$ cat config.mk
export PLATFORM = sky130hd
export DESIGN_NAME = bk_addsub_pipe
export DESIGN_NICKNAME = d
export VERILOG_FILES = /design/src/rtl/bk_addsub_pipe.sv
export SDC_FILE = /design/constraint.sdc
export NUM_CORES = 1
export LEC_CHECK = 0
export BUFFER_PORTS_ARGS = -buffer_cell sky130_fd_sc_hd__buf_2
export CORE_UTILIZATION = 53
export CTS_CLUSTER_DIAMETER = 60
export CTS_CLUSTER_SIZE = 14
export DETAILED_ROUTE_END_ITERATION = 7
export PLACE_DENSITY_LB_ADDON = 0.12
export SETUP_SLACK_MARGIN = 0.1
export SYNTH_ARGS = -nofsm -noshare
export SYNTH_HDL_FRONTEND = slang
export SYNTH_SLANG_ARGS = --single-unit
$ cat constraint.sdc
create_clock -name clk -period 2.8 [get_ports clk]
set_clock_uncertainty 0.1 [all_clocks]
set_input_delay 0.42 -clock clk [delete_from_list [all_inputs] [get_ports clk]]
set_output_delay 0.42 -clock clk [all_outputs]
set_load 0.01 [all_outputs]
$ cat src/rtl/bk_addsub_pipe.sv
// rtl/bk_addsub_pipe.sv - pipelined Brent-Kung adder/subtractor with valid/ready handshake
//
// Purpose:
//   ALU add/sub path. Operands are split into GROUPSIZE-bit carry groups.
//   Step A forms the effective B operand, carry-in and group propagate/generate.
//   Step B resolves group carries with a Brent-Kung prefix tree (up-sweep then down-sweep).
//   Step C ripples inside each group to form sum bits, carry-out, signed overflow and zero.
//   Register Sa follows step A (PIPE_STAGES=3 only). Register Sb follows step B
//   (PIPE_STAGES>=2). Register Sc is the output register and is always present.
//   Each register stage has its own valid bit. A stage can load when it is empty
//   or when the stage after it is draining, so bubbles collapse and one result
//   can issue per cycle.
//
// Parameters:
//   WIDTH        operand width; must be a multiple of GROUPSIZE
//   GROUPSIZE    bits per carry group; WIDTH/GROUPSIZE must be a power of two >= 2
//   PIPE_STAGES  register stages, 1..3
//   TAG_W        sideband tag width, >= 1
//
// Ports:
//   clk        in   rising-edge clock
//   rst_n      in   asynchronous active-low reset
//   in_valid   in   input transaction valid
//   in_ready   out  block can accept an input this cycle
//   in_a       in   operand A [WIDTH]
//   in_b       in   operand B [WIDTH]
//   in_cin     in   carry-in (add) / borrow-in (sub)
//   in_sub     in   0 = add, 1 = subtract
//   in_tag     in   sideband tag [TAG_W], returned unchanged
//   in_sat     in   saturate on signed overflow (only with BK_ADDSUB_SAT_EN)
//   out_valid  out  result valid
//   out_ready  in   consumer accepts result
//   out_sum    out  result [WIDTH]
//   out_cout   out  carry-out of MSB; in sub mode 1 = no borrow
//   out_ovf    out  signed overflow
//   out_zero   out  out_sum == 0
//   out_tag    out  tag of this result [TAG_W]
//
// Optional feature macro: BK_ADDSUB_SAT_EN
//   Defined: adds in_sat; a saturating op that overflows clamps to the largest
//   positive or most negative value. Undefined: the saturate flag is tied low
//   and results always wrap.

module bk_addsub_pipe #(
  parameter int WIDTH       = 32,
  parameter int GROUPSIZE   = 4,
  parameter int PIPE_STAGES = 3,
  parameter int TAG_W       = 4
) (
  input  logic             clk,
  input  logic             rst_n,
  input  logic             in_valid,
  output logic             in_ready,
  input  logic [WIDTH-1:0] in_a,
  input  logic [WIDTH-1:0] in_b,
  input  logic             in_cin,
  input  logic             in_sub,
  input  logic [TAG_W-1:0] in_tag,
`ifdef BK_ADDSUB_SAT_EN
  input  logic             in_sat,
`endif
  output logic             out_valid,
  input  logic             out_ready,
  output logic [WIDTH-1:0] out_sum,
  output logic             out_cout,
  output logic             out_ovf,
  output logic             out_zero,
  output logic [TAG_W-1:0] out_tag
);

  localparam int NG     = WIDTH / GROUPSIZE;
  localparam int LOG_NG = (NG > 1) ? $clog2(NG) : 1;

  // Elaboration-time parameter checks
  generate
    if ((GROUPSIZE < 1) || ((WIDTH % GROUPSIZE) != 0)) begin : g_bad_width
      $error("bk_addsub_pipe: WIDTH must be a multiple of GROUPSIZE");
    end
    if ((NG < 2) || ((NG & (NG - 1)) != 0)) begin : g_bad_groups
      $error("bk_addsub_pipe: WIDTH/GROUPSIZE must be a power of two, at least 2");
    end
    if ((PIPE_STAGES < 1) || (PIPE_STAGES > 3)) begin : g_bad_stages
      $error("bk_addsub_pipe: PIPE_STAGES must be 1, 2 or 3");
    end
    if (TAG_W < 1) begin : g_bad_tag
      $error("bk_addsub_pipe: TAG_W must be at least 1");
    end
  endgenerate

  // Saturate request; tied low when the feature is compiled out
  logic sat_in;
`ifdef BK_ADDSUB_SAT_EN
  assign sat_in = in_sat;
`else
  assign sat_in = 1'b0;
`endif

  // ------------------------------------------------------------------
  // Step A: effective operand, carry-in, group propagate/generate
  // ------------------------------------------------------------------
  logic [WIDTH-1:0] beff_d;
  logic             c0_d;
  logic [NG-1:0]    gp_d;
  logic [NG-1:0]    gg_d;

  always_comb begin : step_a
    logic [WIDTH-1:0] p;
    logic [WIDTH-1:0] g;
    logic             acc;
    beff_d = in_sub ? ~in_b : in_b;
    // Subtract is a + ~b + 1; a borrow-in removes that +1.
    c0_d   = in_cin ^ in_sub;
    p      = in_a ^ beff_d;
    g      = in_a & beff_d;
    gp_d   = '0;
    gg_d   = '0;
    for (int i = 0; i < NG; i++) begin
      gp_d[i] = &p[i*GROUPSIZE +: GROUPSIZE];
      acc     = 1'b0;
      for (int j = 0; j < GROUPSIZE; j++) begin
        acc = g[i*GROUPSIZE + j] | (p[i*GROUPSIZE + j] & acc);
      end
      gg_d[i] = acc;
    end
  end

  // Sa stage view (registered or bypassed)
  logic             sa_valid;
  logic             sa_rdy;
  logic [WIDTH-1:0] sa_a;
  logic [WIDTH-1:0] sa_beff;
  logic             sa_c0;
  logic [NG-1:0]    sa_gp;
  logic [NG-1:0]    sa_gg;
  logic [TAG_W-1:0] sa_tag;
  logic             sa_sat;

  logic             sb_rdy;

  generate
    if (PIPE_STAGES == 3) begin : g_sa
      logic             va_q;
      logic [WIDTH-1:0] a_q;
      logic [WIDTH-1:0] beff_q;
      logic             c0_q;
      logic [NG-1:0]    gp_q;
      logic [NG-1:0]    gg_q;
      logic [TAG_W-1:0] tag_q;
      logic             sat_q;

      always_ff @(posedge clk or negedge rst_n) begin
        if (!rst_n) begin
          va_q   <= 1'b0;
          a_q    <= '0;
          beff_q <= '0;
          c0_q   <= 1'b0;
          gp_q   <= '0;
          gg_q   <= '0;
          tag_q  <= '0;
          sat_q  <= 1'b0;
        end else if (sa_rdy) begin
          va_q <= in_valid;
          if (in_valid) begin
            a_q    <= in_a;
            beff_q <= beff_d;
            c0_q   <= c0_d;
            gp_q   <= gp_d;
            gg_q   <= gg_d;
            tag_q  <= in_tag;
            sat_q  <= sat_in;
          end
        end
      end

      assign sa_rdy   = !va_q || sb_rdy;
      assign sa_valid = va_q;
      assign sa_a     = a_q;
      assign sa_beff  = beff_q;
      assign sa_c0    = c0_q;
      assign sa_gp    = gp_q;
      assign sa_gg    = gg_q;
      assign sa_tag   = tag_q;
      assign sa_sat   = sat_q;
    end else begin : g_sa_bypass
      assign sa_rdy   = sb_rdy;
      assign sa_valid = in_valid;
      assign sa_a     = in_a;
      assign sa_beff  = beff_d;
      assign sa_c0    = c0_d;
      assign sa_gp    = gp_d;
      assign sa_gg    = gg_d;
      assign sa_tag   = in_tag;
      assign sa_sat   = sat_in;
    end
  endgenerate

  // in_ready depends only on stage valids and out_ready, never on in_valid.
  assign in_ready = sa_rdy;

  // ------------------------------------------------------------------
  // Step B: Brent-Kung prefix over groups, then fold in the carry-in
  // ------------------------------------------------------------------
  logic [NG:0] gc_d;   // gc_d[i] = carry into group i, gc_d[NG] = carry-out

  always_comb begin : step_b
    logic [NG-1:0] pg;
    logic [NG-1:0] pp;
    pg = sa_gg;
    pp = sa_gp;
    // Up-sweep: node i (i+1 a multiple of 2^(d+1)) absorbs the span 2^d below it.
    for (int d = 0; d < LOG_NG; d++) begin
      for (int i = (1 << (d + 1)) - 1; i < NG; i += (1 << (d + 1))) begin
        pg[i] = pg[i] | (pp[i] & pg[i - (1 << d)]);
        pp[i] = pp[i] & pp[i - (1 << d)];
      end
    end
    // Down-sweep: fill the remaining nodes from the nearest complete prefix.
    for (int d = LOG_NG - 2; d >= 0; d--) begin
      for (int i = (1 << (d + 1)) + (1 << d) - 1; i < NG; i += (1 << (d + 1))) begin
        pg[i] = pg[i] | (pp[i] & pg[i - (1 << d)]);
        pp[i] = pp[i] & pp[i - (1 << d)];
      end
    end
    gc_d    = '0;
    gc_d[0] = sa_c0;
    for (int i = 0; i < NG; i++) begin
      gc_d[i + 1] = pg[i] | (pp[i] & sa_c0);
    end
  end

  // Sb stage view (registered or bypassed)
  logic             sb_valid;
  logic [WIDTH-1:0] sb_a;
  logic [WIDTH-1:0] sb_beff;
  logic [NG:0]      sb_gc;
  logic [TAG_W-1:0] sb_tag;
  logic             sb_sat;

  logic             sc_rdy;

  generate
    if (PIPE_STAGES >= 2) begin : g_sb
      logic             vb_q;
      logic [WIDTH-1:0] a_q;
      logic [WIDTH-1:0] beff_q;
      logic [NG:0]      gc_q;
      logic [TAG_W-1:0] tag_q;
      logic             sat_q;

      always_ff @(posedge clk or negedge rst_n) begin
        if (!rst_n) begin
          vb_q   <= 1'b0;
          a_q    <= '0;
          beff_q <= '0;
          gc_q   <= '0;
          tag_q  <= '0;
          sat_q  <= 1'b0;
        end else if (sb_rdy) begin
          vb_q <= sa_valid;
          if (sa_valid) begin
            a_q    <= sa_a;
            beff_q <= sa_beff;
            gc_q   <= gc_d;
            tag_q  <= sa_tag;
            sat_q  <= sa_sat;
          end
        end
      end

      assign sb_rdy   = !vb_q || sc_rdy;
      assign sb_valid = vb_q;
      assign sb_a     = a_q;
      assign sb_beff  = beff_q;
      assign sb_gc    = gc_q;
      assign sb_tag   = tag_q;
      assign sb_sat   = sat_q;
    end else begin : g_sb_bypass
      assign sb_rdy   = sc_rdy;
      assign sb_valid = sa_valid;
      assign sb_a     = sa_a;
      assign sb_beff  = sa_beff;
      assign sb_gc    = gc_d;
      assign sb_tag   = sa_tag;
      assign sb_sat   = sa_sat;
    end
  endgenerate

  // ------------------------------------------------------------------
  // Step C: in-group ripple, sum, flags, optional clamp
  // ------------------------------------------------------------------
  logic [WIDTH-1:0] sum_d;
  logic             cout_d;
  logic             ovf_d;
  logic             zero_d;

  always_comb begin : step_c
    logic [WIDTH-1:0] p;
    logic [WIDTH-1:0] g;
    logic [WIDTH-1:0] c;      // carry into each bit
    logic             carry;
    p = sb_a ^ sb_beff;
    g = sb_a & sb_beff;
    c = '0;
    for (int i = 0; i < NG; i++) begin
      carry = sb_gc[i];
      for (int j = 0; j < GROUPSIZE; j++) begin
        c[i*GROUPSIZE + j] = carry;
        carry = g[i*GROUPSIZE + j] | (p[i*GROUPSIZE + j] & carry);
      end
    end
    cout_d = sb_gc[NG];
    ovf_d  = c[WIDTH-1] ^ sb_gc[NG];
    sum_d  = p ^ c;
    // Overflow implies both effective signs match, so A's sign picks the rail.
    if (sb_sat && ovf_d) begin
      sum_d = sb_a[WIDTH-1] ? {1'b1, {(WIDTH-1){1'b0}}} : {1'b0, {(WIDTH-1){1'b1}}};
    end
    zero_d = (sum_d == '0);
  end

  // ------------------------------------------------------------------
  // Sc: output register, always present
  // ------------------------------------------------------------------
  logic             vc_q;
  logic [WIDTH-1:0] sum_q;
  logic             cout_q;
  logic             ovf_q;
  logic             zero_q;
  logic [TAG_W-1:0] tag_q;

  assign sc_rdy = !vc_q || out_ready;

  always_ff @(posedge clk or negedge rst_n) begin
    if (!rst_n) begin
      vc_q   <= 1'b0;
      sum_q  <= '0;
      cout_q <= 1'b0;
      ovf_q  <= 1'b0;
      zero_q <= 1'b0;
      tag_q  <= '0;
    end else if (sc_rdy) begin
      vc_q <= sb_valid;
      if (sb_valid) begin
        sum_q  <= sum_d;
        cout_q <= cout_d;
        ovf_q  <= ovf_d;
        zero_q <= zero_d;
        tag_q  <= sb_tag;
      end
    end
  end

  assign out_valid = vc_q;
  assign out_sum   = sum_q;
  assign out_cout  = cout_q;
  assign out_ovf   = ovf_q;
  assign out_zero  = zero_q;
  assign out_tag   = tag_q;

endmodule

==> results of run 1 <==
[cell usage after synthesis (all sizes together)]
master / count
a21oi: 13
xor2: 34
o21ai: 47
dfrtp: 204
clkbuf: 12
xnor2: 16
buf: 24
ha: 32
nand4b: 2
and2: 1
or4b: 1
nand3b: 1
or3: 1
nand4: 11
nor3: 1
a22o: 1
a21o: 21
a211oi: 1
nor2: 5
nand2: 216
mux2: 96
and4b: 3
nand2b: 4
inv: 28
fa: 24
a22oi: 1
nor4: 4
[flip-flops by register name, summed over array words and instances (netlist names), 8 cells and up]
name,flops
g_sa.a_q,32
g_sa.beff_q,32
g_sa.gg_q,8
g_sa.gp_q,8
g_sb.a_q,32
g_sb.beff_q,32
g_sb.gc_q,9
out_sum,32
[cell usage in the layout (no fill, tap or decap), types with 2 or more instances in the layout]
cell type  netlist  routed
mux2_2          96      96
inv_2            0       2
fa_2             0       6
nor2_1           5       5
nand4b_1         2       2
o21ai_0         47      47
ha_1            32      32
inv_1           28      26
nand2_2          0       2
clkbuf_1        12       4
xor2_1          34      34
clkbuf_8         0       2
a21o_1          21      21
nand2_1        216     213
buf_2           18     113
nor4_2           0       3
a21oi_1         13      13
buf_4            6      13
xnor2_1         16      16
fa_1            24      18
dfrtp_1        204     204
nand2b_1         4       4
buf_12           0       4
and4b_1          3       3
nand4_1         11      11
clkbuf_16        0      19
[cells by family (layout without fill, tap and decap cells)]
logic type | Yosys count | after routing | synth area share
DFF | 204 | 204 | 0.549
buffers and inverters | 64 | 184 | 0.0307
muxes | 96 | 96 | 0.116
AOI/OAI and AO/OA | 84 | 84 | 0.0519
xor gates and xnor gates | 50 | 50 | 0.0471
adders and majority gates | 56 | 56 | 0.0947
and+or+nand+nor | 250 | 250 | 0.111
[critical path: stages (launching register included)]
cell	delay, ns
dfrtp_1	0.36
inv_1	0.10
fa_1	0.17
inv_1	0.05
fa_1	0.38
fa_2	0.47
nor4_4	0.27
buf_4	0.15
nand4_1	0.11
nor4_2	0.22
and4b_1	0.21
a22o_2	0.12
[worst max-delay path by stage]
stage                         start        to  slack, ns  cells after the start
floorplan               g_sb.a_q[0]  out_zero       0.13                      8
global placement       g_sb.a_q[16]  out_zero      -0.20                     11
detailed placement  g_sb.beff_q[16]  out_zero      -0.22                     11
CTS                 g_sb.beff_q[16]  out_zero       0.02                     11
global route           g_sb.a_q[16]  out_zero      -0.09                     11
finish              g_sb.beff_q[16]  out_zero       0.01                     11
[metal layers]
metal	track usage	part of all wire	up-vias
li1	-	-	2889
met2	0.386	0.48	113
met1	0.325	0.46	2999
met5	0	0	-
met4	0.0599	0.016	0
met3	0.0327	0.045	23
[power breakdown]
group | switching [µW] | internal [µW] | total [µW]
logic | 1510 | 1340 | 2850
clock network | 1010 | 1250 | 2260
registers | 491 | 3710 | 4200
[layout make-up]
cell class              count  area, µm²
clock buffers              24        504
multi-input cells         536       3980
inverters                  28        105
repair buffers            132        767
well taps                 225        282
flip-flops and latches    204       5100
fillers                  1426       6490
[stage by stage]
stage,setup TNS [ns],hold slack [ns]
after floorplan,0,0.0244
after global placement,-0.203,0.342
after detailed placement,-0.219,0.349
after CTS,0,0.0601
after global routing,-0.0939,0.0622
final,0,0.0681
[timing repair]
action	in CTS	in global routing
pin swaps	4	0
buffers inserted	0	0
hold endpoints to repair	60	0
setup endpoints to repair	1	1
cloned	0	0
gates resized for setup	12	2
hold buffers	1	0
==> results.md, run 1 <==
* Worst Setup Start Kind: flip-flop
* IO Pins at 115
* Final period util at 0.997
* Total number of vias at 6024
* Shortest period the worst path allows at 2.79 ns
* Die W at 134 µm
* Worst skew pair latency at 0.49 ns
* Number of global-route vias before repair at 6433
* Max FO, Critical Path at 2
* DR WL/cell at 17.2 µm
* Die H at 134 µm
* CTS tree: yes
* Worst slew pin tran at 0.671 ns
* Num CTS Buffers at 18
* Pre-CTS WS at -0.219 ns
* Avg Inst Size Synth at 11.6 µm²
* Fin nets at 1050
* DP Area at 0.0102 mm²
* Ranking of synthesized cells by area: dfrtp_1 55%, mux2_2 12%, nand2_1 8.7%
* Min-Delay Path Class: in2reg
* Initial DRC Count at 268
* Final Non-Filler Cells at 1149
* Distinct cells, synth at 28
* GR Util All Layers at 0.233
* Static Leak at 0.00530 µW
* Final Util at 0.623
* Largest net degree at the start of global routing at 103
* Worst flop-to-flop path startpoint: g_sb.beff_q[16]
* MaxCap Viol Count at 0
* Clock sinks at 204
* Final Hold Fails at 0
* PwrDens at 867 mW/mm²
* Rel. slew slack at 0.553
* Std cell rows at 48
* Clock buffer depth at 3
* DP HPWL at 14.3 mm
* Root Buffer: clkbuf_16
* Design area at 0.0107 mm²
* Worst r2r path cells at 11
* Placed insts at 1124
* Starting Density at 0.540
* Port bufs at 114
* Drt via density at 5.24
* RSZ-0062 raised after global routing: true
* Status: completed
* Die footprint at 0.0181 mm²
* Synth Net Count at 934
* Worst hold endpoint: g_sa.tag_q[3]
* CP required at 3.11 ns
* Post-synthesis sequential area ratio at 0.549
* Cell area after synthesis at 0.00930 mm²
* H-tree levels at 1
* CP arrival at 3.10 ns
* Grt total ovfl at 0
* Layout cells sized above 1 at 0.287
* RePlAce Congestion at 0.794
* Post-Route WL at 19.8 mm
* Worst setup margin at 0.00966 ns
* Max frequency at 358 MHz
* Hold Path Depth at 2
* Area growth syn-to-layout at 15.5%
* YS warnings at 0
* Synth Instances at 804
* DRC Markers at 0
* Setup violators final at 0
* CP endpoint kind: flip-flop
* Clock Pin Slew Worst Setup and Hold Paths at 0.07 ns
* Final Slew Violations at 0
* R2r setup slk at 0.01 ns
* Min-delay src: in_tag[3]
* Overall power at 9310 µW
* Antenna violations before repair at 0
* Synthesized flop and latch total at 204
* Post-route ant nets at 0
* Largest area contributor in the netlist: dfrtp_1
* Synth top area share at 0.549
* Total core area at 0.0172 mm²
* Kind of critical path: reg2reg
* Worst R2R End: out_zero
* Peak supply drop at 0.481 mV
* First-pass GRT wire length at 33.1 mm
* Drt pass-1 iters at 4
* # diodes at 0
Power figures use the tool's default switching activity.
==> run 2, diff against run 1 <==
ABC_AREA = 1   (was default)
==> results.md, run 2 <==
* Uppermost layer routed: met4
* Initial DRC Count at 356 (+33%)
* Antenna violations before repair at 0 (unchanged)
* Number of global-route vias before repair at 6254 (-2.8%)
* Rel. slew slack at 0.596 (+0.0425)
* Largest net degree at the start of global routing at 74 (-28%)
* Worst slew pin tran at 0.607 ns (-0.0638 ns)
* Num CTS Buffers at 18 (unchanged)
* Worst flop-to-flop path startpoint: g_sb.a_q[0]
* Met2 wire len at 8.39 mm (-12%)
* GR Util All Layers at 0.217 (-0.0154)
* Largest area contributor in the netlist: dfrtp_1
* Max frequency at 409 MHz (+14%)
* Final Slew Violations at 0 (unchanged)
* IO Pins at 115 (unchanged)
* Synth Net Count at 1166 (+25%)
* Die H at 136 µm (+1.2%)
* Port bufs at 114 (unchanged)
* Final Hold Fails at 0 (unchanged)
* CP required at 3.12 ns (about the same)
* Grt total ovfl at 0 (unchanged)
* Std cell rows at 48 (unchanged)
* YS warnings at 0 (unchanged)
* Post-synth top flop: dfrtp_1
* Layout cells sized above 1 at 0.134 (-0.153)
* Fillcell total at 1572 (+10%)
* # diodes at 0 (unchanged)
* Routed length on met3 at 717 µm (-20%)
* Commonest cells in the netlist: 285 x nand2_1, 204 x dfrtp_1, 137 x inv_1
* H-tree levels at 1 (unchanged)
* Count leader, synth: nand2_1
* Avg Inst Size Synth at 9.21 µm² (-20%)
* Total core area at 0.0174 mm² (+1.0%)
* Drt via density at 4.92 (-6.1%)
* Shortest period the worst path allows at 2.45 ns (-0.343 ns)
* DP HPWL at 14.0 mm (-1.6%)
* Final period util at 0.874 (-0.123)
* Placed insts at 1342 (+19%)
* Die footprint at 0.0185 mm² (+2.5%)
* CTS tree: yes
* Clock Pin Slew Worst Setup and Hold Paths at 0.06 ns (about the same)
* Synth top area share at 0.535 (-0.0136)
* Distinct cells, synth at 25 (-11%)
* Final Non-Filler Cells at 1365 (+19%)
* Fin nets at 1268 (+21%)
* Postcts setup bufs at 0 (unchanged)
* Commonest non-fill, non-tap cell in the layout: nand2_1
* Total number of vias at 6720 (+12%)
* Drt pass-1 iters at 5 (+1)
* DRC Markers at 0 (unchanged)
* Max FO, Critical Path at 2 (unchanged)
* Kind of critical path: reg2reg
* Clock sinks at 204 (unchanged)
* Post-route ant nets at 0 (unchanged)
* Die W at 136 µm (+1.2%)
* Synth Instances at 1036 (+29%)
* Post-Route WL at 19.1 mm (-3.6%)
* CP Launch Point: g_sb.a_q[0]
* MaxCap Viol Count at 0 (unchanged)
* WL met1 at 9.70 mm (+7.1%)
* RePlAce Congestion at 0.788 (-0.71%)
* Static Leak at 0.00553 µW (+4.5%)
* R2r setup slk at 0.35 ns (+0.34 ns)
* CP arrival at 2.77 ns (-0.33 ns)
* Worst Setup Start Kind: flip-flop
* RSZ-0062 raised after global routing: false
* Min-delay src: in_tag[1]
* Cell area after synthesis at 0.00954 mm² (+2.5%)
* Number of synthesized flops with an enable pin at 0 (unchanged)
* Starting Density at 0.548 (+0.00799)
* Worst skew pair latency at 0.48 ns (about the same)
* Worst hold endpoint: g_sa.tag_q[1]
* Commonest cells after routing, fill and taps aside: 283 x nand2_1, 204 x dfrtp_1, 137 x inv_1
* Area growth syn-to-layout at 13.0%
* Root Buffer: clkbuf_16
* DR WL/cell at 14.0 µm (-19%)
* Ranking of synthesized cells by area: dfrtp_1 54%, nand2_1 11%, o21ai_0 7.0%
* Post-synthesis sequential area ratio at 0.535 (-0.0136)
* Min-Delay Path Class: in2reg
* Synthesized flop and latch total at 204 (unchanged)
* CP endpoint kind: flip-flop
* Post-synth ARST share at 1.00 (unchanged)
* Overall power at 10000 µW (+7.9%)
* Worst R2R End: out_zero
* Status: completed
* Clock buffer depth at 3 (unchanged)
* Peak supply drop at 0.643 mV (+34%)
* Worst r2r path cells at 10 (-1)
* Setup violators final at 0 (unchanged)
* PwrDens at 932 mW/mm² (+7.6%)
* First-pass GRT wire length at 31.4 mm (-5.3%)
* Setup TNS at 0 ns (unchanged)
* Hold Path Depth at 3 (+1)
==> run 2: cell families (layout without fill, tap and decap cells) <==
group | after synthesis | in the layout | synth area share
compound gates | 205 | 205 | 0.109
xor+xnor | 34 | 34 | 0.0312
fa+ha+maj | 56 | 56 | 0.0923
buf+inv | 184 | 288 | 0.0837
flops | 204 | 204 | 0.535
simple gates | 353 | 353 | 0.149
==> run 2: cell type report <==
| class | count | area, µm² | share of cell area |
|---|---|---|---|
| clock buffer | 21 | 493 | 0.0457 |
| clock inverter | 1 | 5.00 | 0.000464 |
| tap | 225 | 282 | 0.0261 |
| timing repair buffer | 128 | 724 | 0.0672 |
| multi-input combinational | 648 | 3650 | 0.338 |
| sequential | 204 | 5100 | 0.474 |
| inverter | 138 | 520 | 0.0483 |
==> run 2: where the power goes <==
| part | internal, µW | leakage, µW | switching [µW] |
|---|---|---|---|
| clock | 1230 | 0.000246 | 1000 |
| sequential | 3840 | 0.00252 | 521 |
| combinational | 1280 | 0.00276 | 2170 |
| total | 6350 | 0.00553 | 3700 |
==> run 2: stage by stage <==
step                instance area [µm²]  hold slack, ns  setup slack, ns   util
floorplan                          9540          0.0244            0.502      -
global placement                  10300           0.357            0.410  0.590
detailed placement                10300           0.360            0.356  0.590
CTS                               10800          0.0343            0.337  0.619
global route                      10800          0.0602            0.193  0.619
finish                            10800          0.0513            0.353  0.619
==> run 2: timing repair <==
item / in CTS / in global routing
setup endpoints to repair: 0 / 0
endpoints found under the hold margin: 68 / 0
hold buffers: 1 / 0
resized for setup: 0 / 0
==> run 2: worst max path at each step <==
stage	cells after the start	to	slack, ns
after floorplan	10	out_zero	0.50
after global placement	10	out_zero	0.41
after detailed placement	10	out_zero	0.36
after CTS	10	out_zero	0.34
after global routing	10	out_zero	0.19
final	10	out_zero	0.35
==> run 2: worst max-delay path, cell delays in order, from the launching register on <==
cell	delay [ns]
dfrtp_1	0.40
fa_1	0.45
fa_1	0.39
fa_1	0.46
nor2_1	0.11
nand3_1	0.08
nor2_1	0.10
nand2_1	0.05
nor2_1	0.10
nand3_1	0.09
nand2_1	0.06
==> run 2: routing by layer <==
metal  track usage  up-vias
met5             0        -
met2         0.329      122
met3        0.0283       23
met4        0.0543        0
li1              -     3466
met1         0.330     3109
==> run 3, diff against run 2 <==
ABC_AREA = default   (was 1)
BUFFER_PORTS_ARGS = default   (was -buffer_cell sky130_fd_sc_hd__buf_2)
CORE_UTILIZATION = 55   (was 53)
DONT_BUFFER_PORTS = 1   (was default)
==> results.md, run 3 (synthesized netlist as in run 1, its figures left out) <==
* CP required at 3.13 ns (about the same)
* Clock Pin Slew Worst Setup and Hold Paths at 0.06 ns (about the same)
* Shortest period the worst path allows at 2.81 ns (+0.365 ns)
* Number of global-route vias before repair at 6322 (+1.1%)
* Hold Slack at -0.465 ns (-0.516 ns)
* Min-Delay Path Class: in2async
* Die H at 132 µm (-3.0%)
* CTS tree: yes
* Commonest cells after routing, fill and taps aside: 213 x nand2_1, 204 x dfrtp_1, 96 x mux2_2
* RePlAce Congestion at 0.795 (+0.89%)
* IO Pins at 115 (unchanged)
* Max FO, Critical Path at 2 (unchanged)
* Final Non-Filler Cells at 1062 (-22%)
* CP arrival at 3.14 ns (+0.37 ns)
* Port bufs at 0 (-100%)
* Area of the multi-input gates at 0.00399 mm² (+9.3%)
* Max frequency at 356 MHz (-13%)
* Root Buffer: clkbuf_16
* Die footprint at 0.0174 mm² (-5.9%)
* Setup violators final at 1 (+1)
* Post-Route WL at 19.2 mm (+0.75%)
* Max stage delay on crit path at 0.51 ns (+0.05 ns)
* Total core area at 0.0165 mm² (-5.1%)
* Setup TNS at -0.0122 ns (-0.0122 ns)
* RSZ-0062 raised after global routing: true
* Worst setup margin at -0.0122 ns (-0.365 ns)
* Peak supply drop at 0.523 mV (-19%)
* # diodes at 0 (unchanged)
* Reg area at 0.00510 mm² (unchanged)
* Commonest non-fill, non-tap cell in the layout: nand2_1
* Fillcell total at 1303 (-17%)
* MaxCap Viol Count at 0 (unchanged)
* Antenna violations before repair at 2 (+2)
* Placed insts at 1001 (-25%)
* CP endpoint kind: flip-flop
* Static Leak at 0.00498 µW (-10%)
* Final Util at 0.636 (+0.0170)
* Kind of critical path: reg2reg
* Drt via density at 5.49 (+12%)
* Fin nets at 969 (-24%)
* PwrDens at 865 mW/mm² (-7.3%)
* Layout cells sized above 1 at 0.184 (+0.0499)
* Rel. slew slack at 0.597 (+0.00175)
* Total number of vias at 5831 (-13%)
* Initial DRC Count at 349 (-2.0%)
* Failing checks: negative hold slack, negative setup slack
* Num CTS Buffers at 19 (+1)
* First-pass GRT wire length at 32.6 mm (+3.8%)
* Drt pass-1 iters at 7 (+2)
* Worst Setup Start Kind: flip-flop
* Highest-delay cell along the critical path: or4b_4
* Final Slew Violations at 0 (unchanged)
* GR Util All Layers at 0.235 (+0.0174)
* Clock sinks at 204 (unchanged)
* DRC Markers at 0 (unchanged)
* H-tree levels at 1 (unchanged)
* Final period util at 1.00 (+0.130)
* Status: complete, but fails checks
* Grt total ovfl at 0 (unchanged)
* Final Hold Fails at 204 (+204)
* Starting Density at 0.563 (+0.0153)
* DR WL/cell at 18.1 µm (+30%)
* Largest net degree at the start of global routing at 205 (+180%)
* Std cell rows at 47 (-2.1%)
* Hold buffer count at cts at 37 (+36)
* Post-route ant nets at 0 (unchanged)
* DP HPWL at 13.4 mm (-4.5%)
* Critical-path cell list: inv_2 > fa_1 > inv_2 > fa_2 > fa_1 > or4b_4 > nor4_4 > and4b_1 > a22o_2
* Clock buffer depth at 3 (unchanged)
* Area growth syn-to-layout at 12.9% (about the same)
* Worst skew pair latency at 0.48 ns (about the same)
* Die W at 132 µm (-3.0%)
* Worst slew pin tran at 0.602 ns (-0.00475 ns)
## run 3: cell types whose count changed in the layout (fill, tap and decap cells not counted), moves of 13 or more
cell and change:
inv_1 -116, buf_2 -113, mux2_2 +96, o21ai_0 -86, nand2_1 -70, o21ai_1 -51, dlygate4sd3_1 +36, nor2_1 -28
a21o_1 +21, xnor2_1 +14, nand3_1 -13
## run 3: power by group
group | internal [µW] | switching (µW)
sequential | 3710 | 659
clock | 1250 | 1060
combinational | 1200 | 1220
total | 6150 | 2930
## run 3: per-layer routing
layer,global-route usage,up-vias,share of wire
li1,-,2717,-
met1,0.312,2935,0.44
met2,0.393,137,0.49
met3,0.0446,38,0.052
met4,0.0711,4,0.022
met5,0,-,0.0014
## run 3: timing repair
item | 4_1_cts | 5_1_grt
buffers inserted | 0 | 0
pin swaps | 6 | 6
setup endpoints to repair | 1 | 1
gates resized for setup | 9 | 10
endpoints found under the hold margin | 241 | 204
## run 3: area by class of cell
type	instances	share of cell area
Sequential cell	204	0.486
Multi-Input combinational cell	536	0.379
Timing Repair Buffer	50	0.0493
Clock buffer	20	0.0466
Tap cell	220	0.0262
Inverter	28	0.0100
Clock inverter	4	0.00250
## run 3: final timing paths
check,start,cells after the start,slack [ns],endpoint
worst min register to register,g_sa.tag_q[3],2,0.36,g_sb.tag_q[3]
worst max register to register,g_sb.a_q[28],9,-0.01,out_zero
min in group clk,in_cin,2,0.03,g_sa.c0_q
max in group asynchronous,rst_n,0,2.79,g_sb.beff_q[22]
worst max-delay path,g_sb.a_q[28],9,-0.01,out_zero
worst min-delay path,rst_n,0,-0.46,out_sum[23]
## run 3: critical path: cells and delay by family (launching register included)
| family | cells | cell delay (ns) |
|---|---|---|
| AND/OR/NAND/NOR | 3 | 0.97 |
| adder cells (fa/ha/maj) | 3 | 1.08 |
| flip-flops | 1 | 0.37 |
| AO/OA/AOI/OAI | 1 | 0.12 |
| buffers and inverters | 2 | 0.11 |
## run 3: stage by stage
step                setup slack (ns)  cell area [µm²]  hold WS [ns]  total power, µW
floorplan                      0.135             9300        0.0244             5830
global placement              -0.192             9560        0.0303             6570
detailed placement            -0.261             9560        0.0299             6690
CTS                          -0.0563            10500        -0.488             9130
global route                  -0.153            10500        -0.485             9630
finish                       -0.0122            10500        -0.465             9080
